[src/rtl/conf_int_add_accum__seq.sv]
`default_nettype none
// ============================================================================
// Module   : conf_int_add_accum__seq
// Brief    : Saturating accumulator for configurable-accuracy adder sums,
//            with approximate-term counting and valid/ready result handshake.
// Revision : 1.0
// ============================================================================
module conf_int_add_accum__seq #(
    parameter int DATA_PATH_BITWIDTH = 16,
    parameter int ACC_WIDTH          = 40,
    parameter int CNT_WIDTH          = 8
) (
    input  logic                 clk,
    input  logic                 rst,
    input  logic                 start,
    input  logic [CNT_WIDTH-1:0] len,
    input  logic [32:0]          d,
    input  logic                 acc__sel,
    input  logic                 d_valid,
    output logic                 d_ready,
    output logic [ACC_WIDTH-1:0] sum,
    output logic                 sum_valid,
    input  logic                 sum_ready,
    output logic                 ovf,
    output logic [CNT_WIDTH-1:0] apx_cnt,
    output logic                 busy
);

    typedef enum logic [1:0] {
        S_IDLE = 2'd0,
        S_ACC  = 2'd1,
        S_DONE = 2'd2
    } state_t;

    state_t                 r_state;
    state_t                 w_state_nxt;
    logic [ACC_WIDTH-1:0]   r_acc;
    logic                   r_ovf;
    logic [CNT_WIDTH-1:0]   r_apx_cnt;
    logic [CNT_WIDTH-1:0]   r_remaining;
    logic                   w_beat;
    logic [ACC_WIDTH:0]     w_acc_sum;

    generate
        if (ACC_WIDTH < 33 || DATA_PATH_BITWIDTH < 1) begin : g_bad_param
            $error("conf_int_add_accum__seq: ACC_WIDTH must be at least 33");
        end
    endgenerate

    assign w_beat    = (r_state == S_ACC) && d_valid;
    // One extra bit catches the carry-out that triggers saturation.
    assign w_acc_sum = {1'b0, r_acc} + {{(ACC_WIDTH - 32){1'b0}}, d};

    always_comb begin
        w_state_nxt = r_state;
        case (r_state)
            S_IDLE: begin
                if (start) begin
                    w_state_nxt = (len == '0) ? S_DONE : S_ACC;
                end
            end
            S_ACC: begin
                if (w_beat && (r_remaining == CNT_WIDTH'(1))) begin
                    w_state_nxt = S_DONE;
                end
            end
            S_DONE: begin
                if (sum_ready) begin
                    w_state_nxt = S_IDLE;
                end
            end
            default: w_state_nxt = S_IDLE;
        endcase
    end

    always_ff @(posedge clk or negedge rst) begin
        if (!rst) begin
            r_state <= S_IDLE;
        end else begin
            r_state <= w_state_nxt;
        end
    end

    always_ff @(posedge clk or negedge rst) begin
        if (!rst) begin
            r_acc       <= '0;
            r_ovf       <= 1'b0;
            r_apx_cnt   <= '0;
            r_remaining <= '0;
        end else begin
            if (r_state == S_IDLE && start) begin
                r_acc       <= '0;
                r_ovf       <= 1'b0;
                r_apx_cnt   <= '0;
                r_remaining <= len;
            end else if (w_beat) begin
                if (w_acc_sum[ACC_WIDTH]) begin
                    r_acc <= '1;
                    r_ovf <= 1'b1;
                end else begin
                    r_acc <= w_acc_sum[ACC_WIDTH-1:0];
                end
                if (!acc__sel && (r_apx_cnt != '1)) begin
                    r_apx_cnt <= r_apx_cnt + CNT_WIDTH'(1);
                end
                r_remaining <= r_remaining - CNT_WIDTH'(1);
            end
        end
    end

    // Result fields come straight from the job registers, which are frozen in DONE.
    assign sum       = r_acc;
    assign ovf       = r_ovf;
    assign apx_cnt   = r_apx_cnt;
    assign d_ready   = (r_state == S_ACC);
    assign sum_valid = (r_state == S_DONE);
    assign busy      = (r_state != S_IDLE);

endmodule
`default_nettype wire

[config.mk]
export PLATFORM = sky130hd
export DESIGN_NAME = conf_int_add_accum__seq
export DESIGN_NICKNAME = d
export VERILOG_FILES = /design/src/rtl/conf_int_add_accum__seq.sv
export SDC_FILE = /design/constraint.sdc
export NUM_CORES = 1
export LEC_CHECK = 0
export ABC_CLOCK_PERIOD_IN_PS = 3600
export CAP_MARGIN = 20
export CORE_UTILIZATION = 52
export DETAILED_ROUTE_END_ITERATION = 16
export PLACE_DENSITY = 0.82
export SLEW_MARGIN = 10
export SYNTH_ARGS = -nofsm -noshare
export SYNTH_HDL_FRONTEND = slang
export SYNTH_SLANG_ARGS = --single-unit
[constraint.sdc]
create_clock -name clk -period 3.6 [get_ports clk]
set_clock_uncertainty 0.05 [all_clocks]
set_input_delay 0.72 -clock clk [delete_from_list [all_inputs] [get_ports clk]]
set_output_delay 0.72 -clock clk [all_outputs]
set_load 0.005 [all_outputs]
==> results.sh, run 1 <==
export IMPL_synth_edf_count=0
export IMPL_yosysSeqAreaShare_pct=32.15
export IMPL_relSlewSlack_pct=31.22
export IMPL_synth_cells=523
export IMPL_htree_levels=3
export IMPL_clkSlewWorstSetupHoldPaths_ns=0.09
export IMPL_syn_area_per_cell_um2=8.780
export IMPL_core_area_um2=8382
export IMPL_busiest_layer="met2"
export IMPL_place_congestion=0.9185
export IMPL_cts_sinks=59
export IMPL_arrival_ns=3.63
export IMPL_globalRouteMet2Util_pct=46.13
export IMPL_crit_required_ns=3.78
export IMPL_setup_worst_path_class="in2reg"
export IMPL_diodes=0
export IMPL_synth_area_leaders="dfrtp_1 (32%), ha_1 (9.8%), a221o_1 (5.9%), nand2_1 (4.1%), a21oi_1 (3.9%)"
export IMPL_dieArea_um2=9210
export IMPL_grt_usage_pct=29.33
export IMPL_vias=4652
export IMPL_yosys_area_top_type="dfrtp_1"
export IMPL_synth_main_ff_cell="dfrtp_1"
export IMPL_utilization_pct=72.19
export IMPL_die_x_um=95.97
export IMPL_async_reset_ff_share_pct=100.0
export IMPL_cts_buffers=9
export IMPL_viasPerCell=6.203
export IMPL_fmax_ghz=0.2897
export IMPL_ctsResizeCount=0
export IMPL_dp_hpwl_um=9423
export IMPL_hold_viol_final=0
export IMPL_clk_path_buf_depth=2
export IMPL_first_pass_iters=5
export IMPL_min_period_ns=3.452
export IMPL_rsz0062_at_grt="false"
export IMPL_tightest_slew_ns=1.031
export IMPL_start_util_pct=54.78
export IMPL_use_met3_pct=4.107
export IMPL_cp_end_kind="flop"
export IMPL_synth_common_cells="dfrtp_1 (59), nand2_1 (50), nor2_1 (37)"
export IMPL_clk_latency_ns=0.35
export IMPL_antenna_left=0
export IMPL_drc=0
export IMPL_cp_max_fo=11
export IMPL_die_h_um=95.97
export IMPL_port_buffers=98
export IMPL_grt_overflow_total=0
export IMPL_cts_hold_buf=0
export IMPL_synth_most_common_cell="dfrtp_1"
export IMPL_cap_viol_max_count=0
export IMPL_crit_path_frequent_cell="a221o_1"
export IMPL_wl_per_cell_um=17.16
export IMPL_design_area_um2=6051
export IMPL_yosysUniqueCellTypes=57
export IMPL_drive_above_1_share_pct=10.08
export IMPL_slew_viol_final=0
export IMPL_cts_root_buf="clkbuf_8"
export IMPL_placed_area_um2=5871
export IMPL_synth_seq_cells=59
export IMPL_synth_warning_count=0
export IMPL_p_per_area_nw_per_um2=751.0
export IMPL_fp_row_count=33
export IMPL_max_stage_delay_ns=0.42
export IMPL_setup_viol=0
export IMPL_first_iter_violations=267
export IMPL_ir_worst_vdd_uv=559.8
export IMPL_finalCritPeriodShare_pct=95.89
export IMPL_startpoint_type="input port"
export IMPL_area_delta_synth_final_pct=31.77
export IMPL_status="finished clean"
export IMPL_syn_nets=607
export IMPL_cts_tree="built"
export IMPL_power_leakage_nw=2.764
export IMPL_antenna_found_initial=0
export IMPL_synth_cell_area_um2=4592
export IMPL_slowest_stage="clkdlybuf4s50_1"
export IMPL_reg2reg_depth=11
export IMPL_hp_class="in2async"
export IMPL_yosys_area_top_type_share_pct=32.15
export IMPL_post_cts_setup_buffers=0
export IMPL_routed_wl_um=12870
export IMPL_gr_usage_met1_pct=42.04
export IMPL_io_pins=99
export IMPL_final_nets=724
export IMPL_crit_chain="clkdlybuf4s50_1 > ha_1 > fa_1 > a21oi_1 > nor2_1 > o21a_1 > a31oi_2 > o31ai_2 > a221o_1 > nor3b_4 > buf_12 > a221o_1"
export IMPL_grt_pass1_vias=4287
export IMPL_grt_pass1_wl_um=20710
export IMPL_grt_max_degree=42
==> critical path, delay by kind of cell <==
family,cells,cell delay (ns)
AND/OR/NAND/NOR,2,0.27
adder cells (fa/ha/maj),2,0.65
AO/OA/AOI/OAI,6,1.41
buffers and inverters,2,0.58
==> cell usage in the layout, fill, tap and decap left out, types with 4 or more instances in the layout <==
cell type        netlist  layout
nor3_1                 9       9
nand2_1               50      50
a221o_1               27      27
nor2b_1               11      11
inv_6                  0       4
dfrtp_1               59      59
and3_1                10      10
clkbuf_8               0       9
o2111ai_1              5       5
o21ai_0               26      26
xor2_1                20      20
nor2_1                37      36
a22oi_1                5       5
clkdlybuf4s50_1        0      97
a21oi_1               36      36
a32oi_1                4       4
xnor2_1               17      17
a31oi_1               12      12
nand3_1               12      12
a211o_1                4       4
nand4_1               11      11
ha_1                  36      36
inv_1                 15      15
o211ai_1              12      12
and2_1                 6       6
a211oi_1               6       6
o21a_1                 4       4
buf_4                  0      37
a21o_1                16      16
==> area by class of cell <==
cell class,instances,area (um^2)
well taps,105,131.4
repair buffers,137,1294
fillers,677,2331
inverters,15,56.30
clock inverters,7,56.30
flip-flops and latches,59,1476
clock buffers,9,123.9
multi-input cells,418,2913
==> per-layer routing <==
layer	routed length, um	vias up	share of wire, %
li1	-	2220	-
met1	5836	2227	45
met2	5921	189	46
met3	917	16	7.1
met4	194	0	1.5
met5	0	-	0
==> report_power, final <==
part           internal [mW]  switching, mW  total, mW  leakage, nW
clock network          0.259          0.320      0.580       0.0910
registers              0.889          0.209       1.10        0.770
logic                   1.42           1.45       2.87         1.90
total                   2.56           1.98       4.54         2.76
==> registers in the layout (all words and copies together) (netlist names) <==
signal and count:
ovf 1, r_state 2, r_remaining 8, sum 40, apx_cnt 8
==> path summary, 6_finish.rpt <==
path	start	end	slack [ns]
max	d[0]	sum[29]$_DFFE_PN0P_	0.15
min	rst	sum[4]$_DFFE_PN0P_	0.37
max reg2reg	sum[0]$_DFFE_PN0P_	sum[29]$_DFFE_PN0P_	0.54
min reg2reg	sum[16]$_DFFE_PN0P_	sum[16]$_DFFE_PN0P_	0.50
max in group asynchronous	rst	sum[25]$_DFFE_PN0P_	2.24
min in group clk	sum[16]$_DFFE_PN0P_	sum[16]$_DFFE_PN0P_	0.50
==> kinds of logic (layout without fill, tap and decap cells) <==
logic type	Yosys count	in the layout	synth area share [%]
multiplexers	2	2	0.4360
AO/OA/AOI/OAI	181	181	28.45
XOR/XNOR	37	37	7.057
AND/OR/NAND/NOR	161	161	17.19
buffers and inverters	46	168	4.469
adder cells (fa/ha/maj)	37	37	10.25
flip-flops	59	59	32.15
==> stage by stage <==
step / hold WS [ns] / power [mW] / worst slack (ns) / instances / TNS [ns]
floorplan: 0.3744 / 2.868 / 0.2239 / 523 / 0
global placement: 0.4643 / 3.854 / -0.07427 / 734 / -1.891
detailed placement: 0.4787 / 3.917 / -0.1906 / 734 / -5.674
CTS: 0.3980 / 4.518 / 0.1628 / 750 / 0
global route: 0.4219 / 4.887 / 0.04285 / 750 / 0
finish: 0.3654 / 4.544 / 0.1481 / 750 / 0
Note: power is estimated with default switching activity, not from simulation.
==> inputs of run 2 (changes only) <==
- ABC_AREA: not set -> 1
- CORE_UTILIZATION: 52 -> 55
- PLACE_DENSITY: 0.82 -> 0.83
- SKIP_LAST_GASP: not set -> 1
==> run 2 against run 1 <==
Clock power is 1% higher; synthesized area is 25% higher; via count is 34% higher; final area is 17% higher; first-iteration DRC count is 67% higher; sequential power hardly changed; register-to-register slack better by 0.47 ns; fmax is 16% higher.
==> results.sh, run 2 <==
export IMPL_vias=6234
export IMPL_first_iter_violations=445
export IMPL_drive_above_1_share_pct=6.616
export IMPL_synth_common_cells="nand2_1 (382), inv_1 (149), nor2_1 (87)"
export IMPL_die_h_um=104.0
export IMPL_hp_class="in2async"
export IMPL_grt_pass1_vias=5835
export IMPL_synth_main_ff_cell="dfrtp_1"
export IMPL_yosys_area_top_type="dfrtp_1"
export IMPL_hold_viol_final=0
export IMPL_p_per_area_nw_per_um2=661.5
export IMPL_synth_most_common_cell="nand2_1"
export IMPL_synth_edf_count=0
export IMPL_synth_warning_count=0
export IMPL_regToRegSetupSlack_ns=1.01
export IMPL_routed_wl_um=16560
export IMPL_io_pins=99
export IMPL_rsz0062_at_grt="false"
export IMPL_yosysSeqAreaShare_pct=25.78
export IMPL_yosysUniqueCellTypes=35
export IMPL_place_congestion=1.003
export IMPL_synth_seq_cells=59
export IMPL_grt_max_degree=49
export IMPL_cts_buffers=9
export IMPL_viasPerCell=5.234
export IMPL_clk_path_buf_depth=2
export IMPL_power_leakage_nw=3.988
export IMPL_cts_root_buf="clkbuf_8"
export IMPL_crit_required_ns=3.79
export IMPL_drc=0
export IMPL_cts_hold_buf=0
export IMPL_slew_viol_final=0
export IMPL_setup_worst_path_class="in2reg"
export IMPL_post_cts_setup_buffers=0
export IMPL_antenna_found_initial=0
export IMPL_min_period_ns=2.971
export IMPL_tightest_slew_ns=0.6856
export IMPL_first_pass_iters=5
export IMPL_arrival_ns=3.16
export IMPL_fp_row_count=36
export IMPL_die_x_um=104.0
export IMPL_clk_latency_ns=0.36
export IMPL_synth_cells=951
export IMPL_final_nets=1137
export IMPL_mostFrequentLayoutCells="nand2_1 (382), inv_1 (149), clkdlybuf4s50_1 (97), nor2_1 (87), nand3_1 (68)"
export IMPL_fmax_ghz=0.3366
export IMPL_async_reset_ff_share_pct=100.0
export IMPL_final_common_cell="nand2_1"
export IMPL_ctsResizeCount=0
export IMPL_setup_viol=0
export IMPL_synth_cell_area_um2=5727
export IMPL_relSlewSlack_pct=54.22
export IMPL_syn_area_per_cell_um2=6.022
export IMPL_finalCritPeriodShare_pct=82.52
export IMPL_ir_worst_vdd_uv=484.2
export IMPL_htree_levels=3
export IMPL_start_util_pct=57.53
export IMPL_synth_area_leaders="dfrtp_1 (26%), nand2_1 (25%), inv_1 (9.8%), ha_1 (7.9%), nand3_1 (5.9%)"
export IMPL_status="finished clean"
export IMPL_antenna_left=0
export IMPL_cp_max_fo=18
export IMPL_area_delta_synth_final_pct=23.12
export IMPL_cp_end_kind="flop"
export IMPL_syn_nets=1035
export IMPL_tns_ns=0
export IMPL_cts_tree="built"
export IMPL_wl_per_cell_um=13.90
export IMPL_largest_reg_flops=40
export IMPL_grt_pass1_wl_um=27480
export IMPL_dp_hpwl_um=12860
export IMPL_yosys_area_top_type_share_pct=25.78
export IMPL_dieArea_um2=10820
export IMPL_core_area_um2=9955
export IMPL_total_power_mw=4.664
export IMPL_cts_sinks=59
export IMPL_diodes=0
export IMPL_port_buffers=98
export IMPL_grt_usage_pct=31.71
export IMPL_grt_overflow_total=0
export IMPL_clkSlewWorstSetupHoldPaths_ns=0.09
export IMPL_cap_viol_max_count=0
export IMPL_startpoint_type="input port"
-- run 2: through the flow --
| stage | utilization, % | std cells | hold slack, ns | area [um^2] | setup slack [ns] |
|---|---|---|---|---|---|
| after detailed placement | 68.85 | 1174 | 0.4562 | 6854 | 0.2848 |
| final | 70.83 | 1191 | 0.2506 | 7051 | 0.6292 |
| after global placement | 68.85 | 1174 | 0.4576 | 6854 | 0.3835 |
| after CTS | 70.63 | 1190 | 0.4744 | 7030 | 0.6653 |
| after floorplan | - | 951 | 0.3744 | 5727 | 1.076 |
| after global routing | 70.83 | 1191 | 0.2831 | 7051 | 0.5335 |
-- run 2: report_power, final --
group	internal (mW)	switching [mW]
registers	0.888	0.209
clock network	0.253	0.333
logic	1.19	1.79
-- run 2: logic make-up after synthesis --
group / synth area share [%]
AOI/OAI and AO/OA: 6.970
buffers and inverters: 11.51
and+or+nand+nor: 45.23
DFF: 25.78
xor gates and xnor gates: 2.294
adders and majority gates: 8.215
-- run 2: final cells by class --
| class | count | area, um^2 |
|---|---|---|
| tap | 133 | 166.4 |
| timing repair buffer | 105 | 1054 |
| multi-input combinational | 723 | 3596 |
| sequential | 59 | 1476 |
| clock buffer | 9 | 123.9 |
| fill | 963 | 2904 |
| inverter | 155 | 581.8 |
| clock inverter | 7 | 52.55 |
-- run 2: routing by layer --
layer / global-route usage, % / part of all wire, %
met1: 41.94 / 45
met2: 51.86 / 45
met3: 4.511 / 7.2
met4: 13.16 / 2.9
met5: 0 / 0
-- run 2: final timing paths --
kind	start	end	depth (start not counted)
worst max-delay path	d[0]	sum[22]$_DFFE_PN0P_	14
worst min-delay path	rst	sum[21]$_DFFE_PN0P_	1
worst max register to register	sum[0]$_DFFE_PN0P_	sum[22]$_DFFE_PN0P_	13
worst min register to register	apx_cnt[6]$_DFFE_PN0P_	apx_cnt[6]$_DFFE_PN0P_	1
max in group asynchronous	rst	r_remaining[2]$_DFFE_PN0P_	3
min in group clk	apx_cnt[6]$_DFFE_PN0P_	apx_cnt[6]$_DFFE_PN0P_	1
-- run 2: critical path: stages --
cell and delay [ns]:
clkdlybuf4s50_1 0.40, ha_1 0.24, fa_1 0.45, nand3_1 0.13
nand3_2 0.11, nand2_1 0.08, nand2_1 0.11, nand2_1 0.11
nand3_2 0.10, nand2_2 0.09, nand2_4 0.10, nand2_4 0.19
buf_12 0.21, nand3_2 0.09
==> inputs of run 3 (changes only) <==
- ABC_CLOCK_PERIOD_IN_PS: 3600 -> 2700
- CORE_UTILIZATION: 55 -> 49
- PLACE_DENSITY: 0.83 -> 0.78
- clock period: 3.6 -> 2.7 ns (I/O delays scaled with it)
==> run 3 against run 2 <==
Final cell count up 5.0%; highest routed layer unchanged; routed wire length up 8.2%; non-clock buffer count up 50; count of clock-buffer cells in the layout up 2; die area up 12%; combinational power up 46%; register-to-register slack worse by 0.53 ns; first-iteration DRC count up 2.5%; sequential share of layout area down 1.5 points; total power up 54%.
==> results.sh, run 3 (synthesis results as in run 2) <==
export IMPL_status="finished clean"
export IMPL_cp_end_kind="flop"
export IMPL_finalCritPeriodShare_pct=89.77
export IMPL_finalHoldWorstSlack_ns=0.2047
export IMPL_viasPerCell=5.106
export IMPL_setup_viol=0
export IMPL_die_h_um=110.1
export IMPL_ir_worst_vdd_uv=790.5
export IMPL_area_delta_synth_final_pct=32.93
export IMPL_cts_buffers=9
export IMPL_switching_share_pct=44.88
export IMPL_post_cts_setup_buffers=0
export IMPL_cp_max_fo=3
export IMPL_clk_path_buf_depth=2
export IMPL_tightest_slew_ns=0.7517
export IMPL_dieArea_um2=12120
export IMPL_antenna_found_initial=0
export IMPL_setup_worst_path_class="in2reg"
export IMPL_vias=6388
export IMPL_largest_reg_flops=40
export IMPL_area_sequential_um2=1476
export IMPL_clkSlewWorstSetupHoldPaths_ns=0.06
export IMPL_grt_max_degree=36
export IMPL_first_iter_violations=456
export IMPL_ctsResizeCount=0
export IMPL_final_common_cell="nand2_1"
export IMPL_diodes=0
export IMPL_final_nets=1187
export IMPL_wl_per_cell_um=14.32
export IMPL_dp_hpwl_um=13970
export IMPL_io_pins=99
export IMPL_rr_startpoint="sum[0]$_DFFE_PN0P_"
export IMPL_crit_required_ns=2.90
export IMPL_cts_hold_buf=0
export IMPL_clk_latency_ns=0.36
export IMPL_cts_tree="built"
export IMPL_grt_overflow_total=0
export IMPL_p_per_area_nw_per_um2=941.1
export IMPL_htree_levels=3
export IMPL_n_fill_cell=1112
export IMPL_cap_viol_max_count=0
export IMPL_fmax_ghz=0.4126
export IMPL_arrival_ns=2.62
export IMPL_grt_pass1_wl_um=28630
export IMPL_cts_root_buf="clkbuf_16"
export IMPL_clock_power_share_pct=18.7
export IMPL_switching_power_mw=3.215
export IMPL_pwr_share_comb_pct=60.9
export IMPL_multi_input_area_um2=3596
export IMPL_start_util_pct=50.15
export IMPL_port_buffers=98
export IMPL_antenna_left=0
export IMPL_relSlewSlack_pct=49.89
export IMPL_tns_ns=0
export IMPL_cts_sinks=59
export IMPL_grt_usage_pct=31.40
export IMPL_fp_row_count=39
export IMPL_drive_above_1_share_pct=10.83
export IMPL_rsz0062_at_grt="false"
export IMPL_drc=0
export IMPL_seqPwrFrac_pct=20.5
export IMPL_grt_pass1_vias=6056
export IMPL_slew_viol_final=0
export IMPL_startpoint="d[0]"
export IMPL_startpoint_type="input port"
export IMPL_hold_viol_final=0
export IMPL_core_area_um2=11420
export IMPL_power_leakage_nw=4.314
export IMPL_first_pass_iters=5
export IMPL_die_x_um=110.1
export IMPL_mostFrequentLayoutCells="nand2_1 (382), inv_1 (149), clkdlybuf4s50_1 (97), nor2_1 (87), nand3_1 (68)"
export IMPL_hp_class="in2async"
export IMPL_min_period_ns=2.424
export IMPL_place_congestion=1.028
export IMPL_routed_wl_um=17910
export IMPL_p_int_mw=3.949
run 3: final cells by class:
class	instances	share of cell area [%]
Multi-Input combinational cell	723	47.24
Sequential cell	59	19.40
Timing Repair Buffer	155	18.93
Inverter	155	7.643
Clock buffer	11	3.320
Tap cell	143	2.350
Clock inverter	5	1.118
run 3: per-stage QoR:
stage / total power [mW] / utilization, % / cells / area [um^2] / setup slack (ns)
after global routing: 7.774 / 66.67 / 1251 / 7612 / 0.1711
after floorplan: 4.035 / - / 951 / 5727 / 0.3564
final: 7.164 / 66.67 / 1251 / 7612 / 0.2761
after global placement: 5.703 / 63.71 / 1235 / 7274 / -0.01452
after CTS: 7.144 / 66.67 / 1251 / 7612 / 0.2922
after detailed placement: 5.772 / 63.71 / 1235 / 7274 / -0.07086
run 3: power by group through the flow:
stage	Sequential [mW]	Clock (mW)	Combinational, mW
after floorplan	1.43	0	2.61
after global placement	1.46	0	4.24
after detailed placement	1.47	0	4.31
after CTS	1.46	1.35	4.33
after global routing	1.50	1.39	4.88
final	1.47	1.34	4.36
run 3: metal layers:
layer / up-vias / part of all wire (%) / track usage [%]
met5: - / 0 / 0
met4: 0 / 2.7 / 11.65
met3: 38 / 7.6 / 8.289
met2: 222 / 46 / 51.96
met1: 2863 / 44 / 39.16
li1: 3265 / - / -
run 3: critical path, stage by stage:
cell,delay (ns)
clkdlybuf4s50_1,0.40
ha_1,0.23
fa_1,0.40
buf_4,0.17
nand3_1,0.08
nand3_1,0.19
nand2_1,0.11
nand2_1,0.11
nand2_1,0.15
nand3_1,0.09
nand3_1,0.09
nand2_1,0.05
run 3: final timing paths:
check                                         endpoint  slack (ns)  depth (start not counted)
worst max-delay path               sum[34]$_DFFE_PN0P_        0.28                         12
worst min-delay path               sum[24]$_DFFE_PN0P_        0.20                          1
worst max register to register     sum[34]$_DFFE_PN0P_        0.48                         11
worst min register to register  apx_cnt[6]$_DFFE_PN0P_        0.47                          1
max in group asynchronous          sum[25]$_DFFE_PN0P_        1.75                          2
min in group clk                apx_cnt[6]$_DFFE_PN0P_        0.47                          1
